--- src/rtl/user_input_pkg.sv ---
// Shared types and width helpers for the user input conditioner.
package user_input_pkg;

  typedef enum logic [1:0] {
    EDGE_RISE = 2'd0,
    EDGE_FALL = 2'd1,
    EDGE_BOTH = 2'd2
  } edge_mode_e;

  // Debounce counter must hold values up to DEBOUNCE_CYCLES.
  function automatic int deb_cnt_width(input int debounce_cycles);
    return $clog2(debounce_cycles + 1);
  endfunction

  // Repeat counter must hold the larger of the initial delay and the period.
  function automatic int rep_cnt_width(input int repeat_delay, input int repeat_period);
    return (repeat_delay > repeat_period) ? $clog2(repeat_delay + 1)
                                          : $clog2(repeat_period + 1);
  endfunction

endpackage

--- src/rtl/user_input_channel.sv ---
// One conditioner channel: synchroniser, debouncer, edge pulse and auto-repeat.
module user_input_channel
  import user_input_pkg::*;
#(
  parameter int SYNC_STAGES     = 2,
  parameter int DEBOUNCE_CYCLES = 4,
  parameter int EDGE_MODE       = 0,
  parameter int REPEAT_DELAY    = 0,
  parameter int REPEAT_PERIOD   = 4
) (
  input  logic Clock,
  input  logic Reset,
  input  logic Input,
  output logic Pulse,
  output logic Level
);

  localparam int DW = deb_cnt_width(DEBOUNCE_CYCLES);
  localparam int RW = rep_cnt_width(REPEAT_DELAY, REPEAT_PERIOD);

  localparam logic [DW-1:0] DEB_LAST  = DW'(DEBOUNCE_CYCLES - 1);
  localparam logic [RW-1:0] REP_FIRST = (REPEAT_DELAY > 0) ? RW'(REPEAT_DELAY - 1) : '0;
  localparam logic [RW-1:0] REP_NEXT  = RW'(REPEAT_PERIOD - 1);

  localparam edge_mode_e MODE          = edge_mode_e'(EDGE_MODE);
  localparam bit         PULSE_ON_RISE = (MODE != EDGE_FALL);
  localparam bit         PULSE_ON_FALL = (MODE != EDGE_RISE);
  // Repeats only make sense when presses themselves produce pulses.
  localparam bit         REPEAT_EN     = (REPEAT_DELAY > 0) && PULSE_ON_RISE;

  logic [SYNC_STAGES-1:0] sync_q;
  logic                   sync_s;
  logic [DW-1:0]          deb_cnt, deb_cnt_nxt;
  logic [RW-1:0]          rep_cnt, rep_cnt_nxt;
  logic                   level_nxt, pulse_nxt;

  // Shift the raw input through the synchroniser chain.
  always_ff @(posedge Clock) begin
    if (Reset) sync_q <= '0;
    else       sync_q <= {sync_q[SYNC_STAGES-2:0], Input};
  end

  assign sync_s = sync_q[SYNC_STAGES-1];

  // Debounce acceptance, edge detection and repeat scheduling.
  always_comb begin
    deb_cnt_nxt = '0;
    level_nxt   = Level;
    pulse_nxt   = 1'b0;
    rep_cnt_nxt = rep_cnt;

    if (sync_s != Level) begin
      if (deb_cnt == DEB_LAST) level_nxt   = sync_s;
      else                     deb_cnt_nxt = deb_cnt + 1'b1;
    end

    // A Level transition takes precedence over a repeat that falls due the same cycle.
    if (level_nxt && !Level) begin
      pulse_nxt   = PULSE_ON_RISE;
      rep_cnt_nxt = REPEAT_EN ? REP_FIRST : '0;
    end else if (!level_nxt && Level) begin
      pulse_nxt   = PULSE_ON_FALL;
      rep_cnt_nxt = '0;
    end else if (REPEAT_EN && Level) begin
      if (rep_cnt == '0) begin
        pulse_nxt   = 1'b1;
        rep_cnt_nxt = REP_NEXT;
      end else begin
        rep_cnt_nxt = rep_cnt - 1'b1;
      end
    end else begin
      rep_cnt_nxt = '0;
    end
  end

  // Register channel state; reset clears everything without producing a pulse.
  always_ff @(posedge Clock) begin
    if (Reset) begin
      deb_cnt <= '0;
      rep_cnt <= '0;
      Level   <= 1'b0;
      Pulse   <= 1'b0;
    end else begin
      deb_cnt <= deb_cnt_nxt;
      rep_cnt <= rep_cnt_nxt;
      Level   <= level_nxt;
      Pulse   <= pulse_nxt;
    end
  end

endmodule

--- src/rtl/user_input_conditioner.sv ---
// Multi-channel conditioner: N_CH fully independent copies of the channel block.
module user_input_conditioner
  import user_input_pkg::*;
#(
  parameter int N_CH            = 4,
  parameter int SYNC_STAGES     = 2,
  parameter int DEBOUNCE_CYCLES = 4,
  parameter int EDGE_MODE       = int'(EDGE_RISE),
  parameter int REPEAT_DELAY    = 0,
  parameter int REPEAT_PERIOD   = 4
) (
  input  logic            Clock,
  input  logic            Reset,
  input  logic [N_CH-1:0] Input,
  output logic [N_CH-1:0] Pulse,
  output logic [N_CH-1:0] Level
);

  // One conditioner per input bit; channels share nothing but clock and reset.
  for (genvar g = 0; g < N_CH; g++) begin : g_ch
    user_input_channel #(
      .SYNC_STAGES    (SYNC_STAGES),
      .DEBOUNCE_CYCLES(DEBOUNCE_CYCLES),
      .EDGE_MODE      (EDGE_MODE),
      .REPEAT_DELAY   (REPEAT_DELAY),
      .REPEAT_PERIOD  (REPEAT_PERIOD)
    ) u_ch (
      .Clock(Clock),
      .Reset(Reset),
      .Input(Input[g]),
      .Pulse(Pulse[g]),
      .Level(Level[g])
    );
  end

endmodule

--- config.mk ---
export PLATFORM = sky130hd
export DESIGN_NAME = user_input_conditioner
export DESIGN_NICKNAME = d
export VERILOG_FILES = /design/src/rtl/user_input_pkg.sv /design/src/rtl/user_input_channel.sv /design/src/rtl/user_input_conditioner.sv
export SDC_FILE = /design/constraint.sdc
export NUM_CORES = 1
export LEC_CHECK = 0
export BUFFER_PORTS_ARGS = -buffer_cell sky130_fd_sc_hd__buf_4
export CORE_MARGIN = 8
export CORE_UTILIZATION = 40
export DETAILED_ROUTE_END_ITERATION = 8
export GPL_ROUTABILITY_DRIVEN = 0
export SYNTH_ARGS = -nofsm -noshare
export SYNTH_HDL_FRONTEND = slang
export SYNTH_SLANG_ARGS = --single-unit
--- constraint.sdc ---
create_clock -name Clock -period 1.3 [get_ports Clock]
set_clock_uncertainty 0.1 [all_clocks]
set_input_delay 0.13 -clock Clock [delete_from_list [all_inputs] [get_ports Clock]]
set_output_delay 0.13 -clock Clock [all_outputs]
set_load 0.03 [all_outputs]
# Word-level counts from Yosys, hierarchy flattened
# Index checks and enable logic that the tools add are counted.
# classes
addsub	4
eq_ne	8
n_mux	12
bitwise	4
n_reduce_logical	12
# ops
operator	count
$add 3x1->3 const B	4
$eq 3x2->1 const B	4
$mux 1	12
$reduce_or 3->1	4
$logic_and 1x1->1	4
$logic_not 1->1	4
$ne 1x1->1	4
$not 1->1	4
# word_totals
reg_bits	28
output_inout_bits	8

# Logic depth before layout (Yosys ltp)
# depth
word_depth	5
ltp_mapped	4
mapped_depth_nobuf	4

# Hierarchy
# Synthesis repeated with hierarchy kept, for this count alone.
# unflattened
hier_cells	76
hier_area_um2	975.9
# modules_own_cells
mod	n_inst	cells_each	area_per_inst_um2	seq_area_each_um2
user_input_channel	4	19	244.0	140.1

# Least setup slack after synthesis
# OpenSTA, ideal clock, no wires.
# synth_path
path_kind	register to register
start	register g_ch[2].u_ch.deb_cnt[0]
end	register g_ch[2].u_ch.Pulse
t_arrival_ns	0.969
path_slack_ns	0.113
stages_incl_launch_ff	4
path_cell_list	dfxtp_1 ha_1 ha_1 and4bb_2
# synth_between
elab_chain_len	5
# synth_lines
element	line	text
from (decl)	user_input_channel.sv:33	logic [DW-1:0] deb_cnt, deb_cnt_nxt;
from (signal assigned)	user_input_channel.sv:84	deb_cnt <= deb_cnt_nxt;
$eq 3x2->1	user_input_channel.sv:53	if (deb_cnt == DEB_LAST) level_nxt = sync_s;
$mux 1	user_input_channel.sv:53	
$mux 1	user_input_channel.sv:52	if (sync_s != Level) begin
$logic_and 1x1->1	user_input_channel.sv:58	if (level_nxt && !Level) begin
$mux 1	user_input_channel.sv:58	
to (signal assigned)	user_input_channel.sv:87	Pulse <= pulse_nxt;
to (decl)	user_input_channel.sv:14	output logic Pulse,
# No other way between the ends.
# A chain may end at the register's enable or synchronous reset.

# Worst setup path after layout
# layout_path
start	register g_ch[1].u_ch.deb_cnt[0]
end	register g_ch[1].u_ch.Level
# layout_between
elab_chain_len	3
# layout_lines
element	line	text
from (decl)	user_input_channel.sv:33	
from (signal assigned)	user_input_channel.sv:84	
$eq 3x2->1	user_input_channel.sv:53	
$mux 1	user_input_channel.sv:53	
$mux 1	user_input_channel.sv:52	
to (signal assigned)	user_input_channel.sv:86	Level <= level_nxt;
to (decl)	user_input_channel.sv:15	output logic Level
# No other way between the ends.

==> summary.txt <==
Status
  – Run status: completed

CTS
  – Clock latency of the later-clocked register in the worst-skew pair: 0.32 ns
  – CTS Sinks: 28
  – Clock edge transition at the registers on the reported setup and hold paths: approximately 0.13 ns
  – TritonCTS clock tree: done
  – Number of CTS-inserted buffers: 3
  – Setup fix buffers added after clock tree synthesis: 0
  – Clock root buffer: clkbuf_4
  – Number of buffers between clock root and the deepest sink: 2
  – H-tree lvl count: 1

Place
  – Post-placement worst setup slack: around 0.014 ns
  – Placed cell areas: about 1200 um2
  – Port buffer count: 13
  – Dpl cells: between 100 and 150
  – HPWL after DPL: between 900 and 1000 um

Pwr
  – Register share of total power: just under 70%
  – Net switching power: between 200 and 300 uW
  – Power per cell area: slightly above 1000 nW/um2
  – Proportion of total power due to net switching: around a fifth
  – Power Internal: 1.02 mW
  – Comb pwr share: under 10%
  – Overall power of the completed layout: 1.28 mW
  – Leakage power of the design: 0.476 nW
  – Portion of total power attributed to the clock network: roughly a quarter
  – Max IR drop VDD: ~480 uV

Setup path
  – Startpoint-to-endpoint class of the critical path: flip-flop to flip-flop
  – Combined buffer and inverter count along the critical path: 0
  – Gate family responsible for the most delay along the worst path: adder cells
  – CP arrival: 1.36 ns
  – Nature of the critical path startpoint: flip-flop
  – Series of cell instances along the critical path: ha_1 > ha_2 > mux2i_1 > nor2_1
  – Critical Path End Type: flip-flop
  – Crit-path max cell delay: roughly 0.38 ns
  – Maximum fanout along the worst path: 5
  – Slowest library cell on the worst path: dfxtp_1
  – Req. time, crit path: 1.42 ns

Global route
  – Total grt overflow: 0
  – Total GRT Usage: between 6 and 7%
  – Wire length of the first global-routing pass: about 2600 um
  – Largest net degree at the start of global routing: 29
  – Number of global-route vias before repair: 642
  – Antenna violations before repair: 0

Finish
  – Share of post-route cells with drive strength above 1: 44.3%
  – Sequential cell area in the final layout: 562 um2
  – Cell area after layout: 1250 um2
  – Post-route insts no fill: between 100 and 150
  – Fill cell instance count of the final layout: about 260
  – Footprint of the multi-input gates: about 480 um2
  – Share of the core filled with cells in the final layout: between 40 and 50%
  – Final net count: 113
  – N_diodes: 0
  – P&R area growth vs syn: 11.0%

Routing
  – Number of nets with antenna violations after detailed routing: 0
  – Wire length on met3: around 72 um
  – Ratio of routed vias to standard cells: approximately 4.8
  – Post-detailed-route DRC marker count: 0
  – Number of DRC markers after the initial detailed-route iteration: 22
  – Detailed-router iteration count before antenna repair: 3
  – Final wirelength: approximately 1400 um
  – WL met1: ~650 um
  – Uppermost layer routed: met4
  – Wirelength per Cell: approximately 11 um
  – Vias after detailed routing: ~600
  – Routed wire length on met2: roughly 650 um

Flow run
  – Number of maximum-capacitance violations: 0

Floorplan
  – Full die area: approximately 4800 um2
  – Row Count: 19
  – Core area: approximately 2700 um2
  – Top Ports: 14
  – Starting utilization of the core area: between 40% and 50%
  – Die boundary height: approximately 69 um
  – Horizontal die dimension: 69.1 um

Logic synthesis
  – Synth top area share: roughly 50%
  – Cell type with the largest total area after synthesis: dfxtp_1
  – Net count of the mapped netlist: a little over 100
  – Netlist Area Pre-Place: ~1100 um2
  – Flip-flop and latch count after synthesis: 28
  – YS warnings: 0
  – Mean instance size in the synthesized netlist: 12.8 um2
  – Cell types with the largest area share after synthesis: dfxtp_1 50%, ha_1 8.9%, nor4_2 6.6%
  – Yosys cell types: 18
  – Number of instances in the synthesized netlist: between 80 and 90
  – Share of synthesized area occupied by flip-flops and latches: 49.6%

Min path
  – Path type of the worst min-delay path: input port to flip-flop

Timing
  – Final count of negative-setup-slack endpoints: 0
  – RSZ-0062 raised after global routing: false
  – Worst slew margin: between 70% and 80%
  – Shortest clock period the worst path allows after layout: 1.24 ns
  – Period Utilization, post-route: between 90% and 100%
  – Worst-margin pin slew: just over 0.4 ns
  – Fin. max-slew vios: 0
  – Number of hold-slack violations in the final timing report: 0
  – Setup TNS: 0 ns
  – Fmax: 806 MHz
  – Final Hold Slack: between 0.07 and 0.08 ns
  – Smallest setup slack after layout: 0.0600 ns
logic make-up after synthesis:
family	count (synthesis)	share of synthesized area, %
compound gates	1	0.443
xor+xnor	4	3.10
fa+ha+maj	8	8.86
buf+inv	15	10.4
flops	28	49.6
mux	3	2.66
simple gates	29	24.9
power by group through the flow:
stage	Sequential (mW)	Combinational (mW)	Clock, mW
floorplan	0.898	0.0500	0
global placement	0.900	0.0525	0
detailed placement	0.900	0.0538	0
CTS	0.882	0.0630	0.365
global route	0.884	0.0684	0.406
finish	0.882	0.0623	0.339
routing by layer:
layer | vias up | GRT usage, %
met1 | 288 | 6.01
met3 | 5 | 2.29
met2 | 11 | 11.6
li1 | 310 | -
met4 | 0 | 6.15
met5 | - | 0
sequential cells by signal (all words and copies together), names as in the netlist:
signal / cells
g_ch.u_ch.Level: 4
g_ch.u_ch.Pulse: 4
g_ch.u_ch.deb_cnt: 12
g_ch.u_ch.sync_q: 8
cells in the final DEF (no fill, tap or decap), drive strengths merged, types with 3 or more instances in the layout:
cell type,n
and2b,8
clkbuf,3
and4bb,3
buf,13
ha,8
nor2,3
inv,4
xnor2,4
mux2i,3
dfxtp,28
nor4,8
dlygate4sd3,4
nor4b,4
cell type report:
| type | count | share of cell area [%] |
|---|---|---|
| sequential | 28 | 44.8 |
| multi-input combinational | 45 | 38.1 |
| timing repair buffer | 17 | 11.0 |
| tap | 31 | 3.09 |
| clock buffer | 3 | 1.80 |
| inverter | 4 | 1.20 |
timing repair:
action | in CTS | in global routing
endpoints found under the setup margin | 2 | 7
hold endpoints to repair | 4 | 0
gates cloned | 0 | 0
gates resized for setup | 2 | 5
hold buffers | 4 | 0
synth_stat cells:
cell type   n
inv_1       4
a21oi_1     1
ha_1        8
nand2b_1    1
dfxtp_1    28
and2b_2     8
nor4_2      6
nand2_1     1
buf_12      1
nor3_1      1
buf_4       8
mux2i_1     3
nor4_1      2
nor2_1      3
and4bb_2    3
nor4b_2     4
buf_6       2
xnor2_1     4
worst paths after layout:
| path | startpoint | endpoint | slack [ns] | cells past startpoint |
|---|---|---|---|---|
| worst max-delay path | g_ch[1].u_ch.deb_cnt[0] | g_ch[1].u_ch.Level | 0.06 | 4 |
| worst min-delay path | Reset | g_ch[1].u_ch.Level | 0.07 | 2 |
| worst max register to register | g_ch[1].u_ch.deb_cnt[0] | g_ch[1].u_ch.Level | 0.06 | 4 |
| worst min register to register | g_ch[0].u_ch.deb_cnt[0] | g_ch[0].u_ch.deb_cnt[0] | 0.33 | 1 |
(Power assumes the default switching activity.)
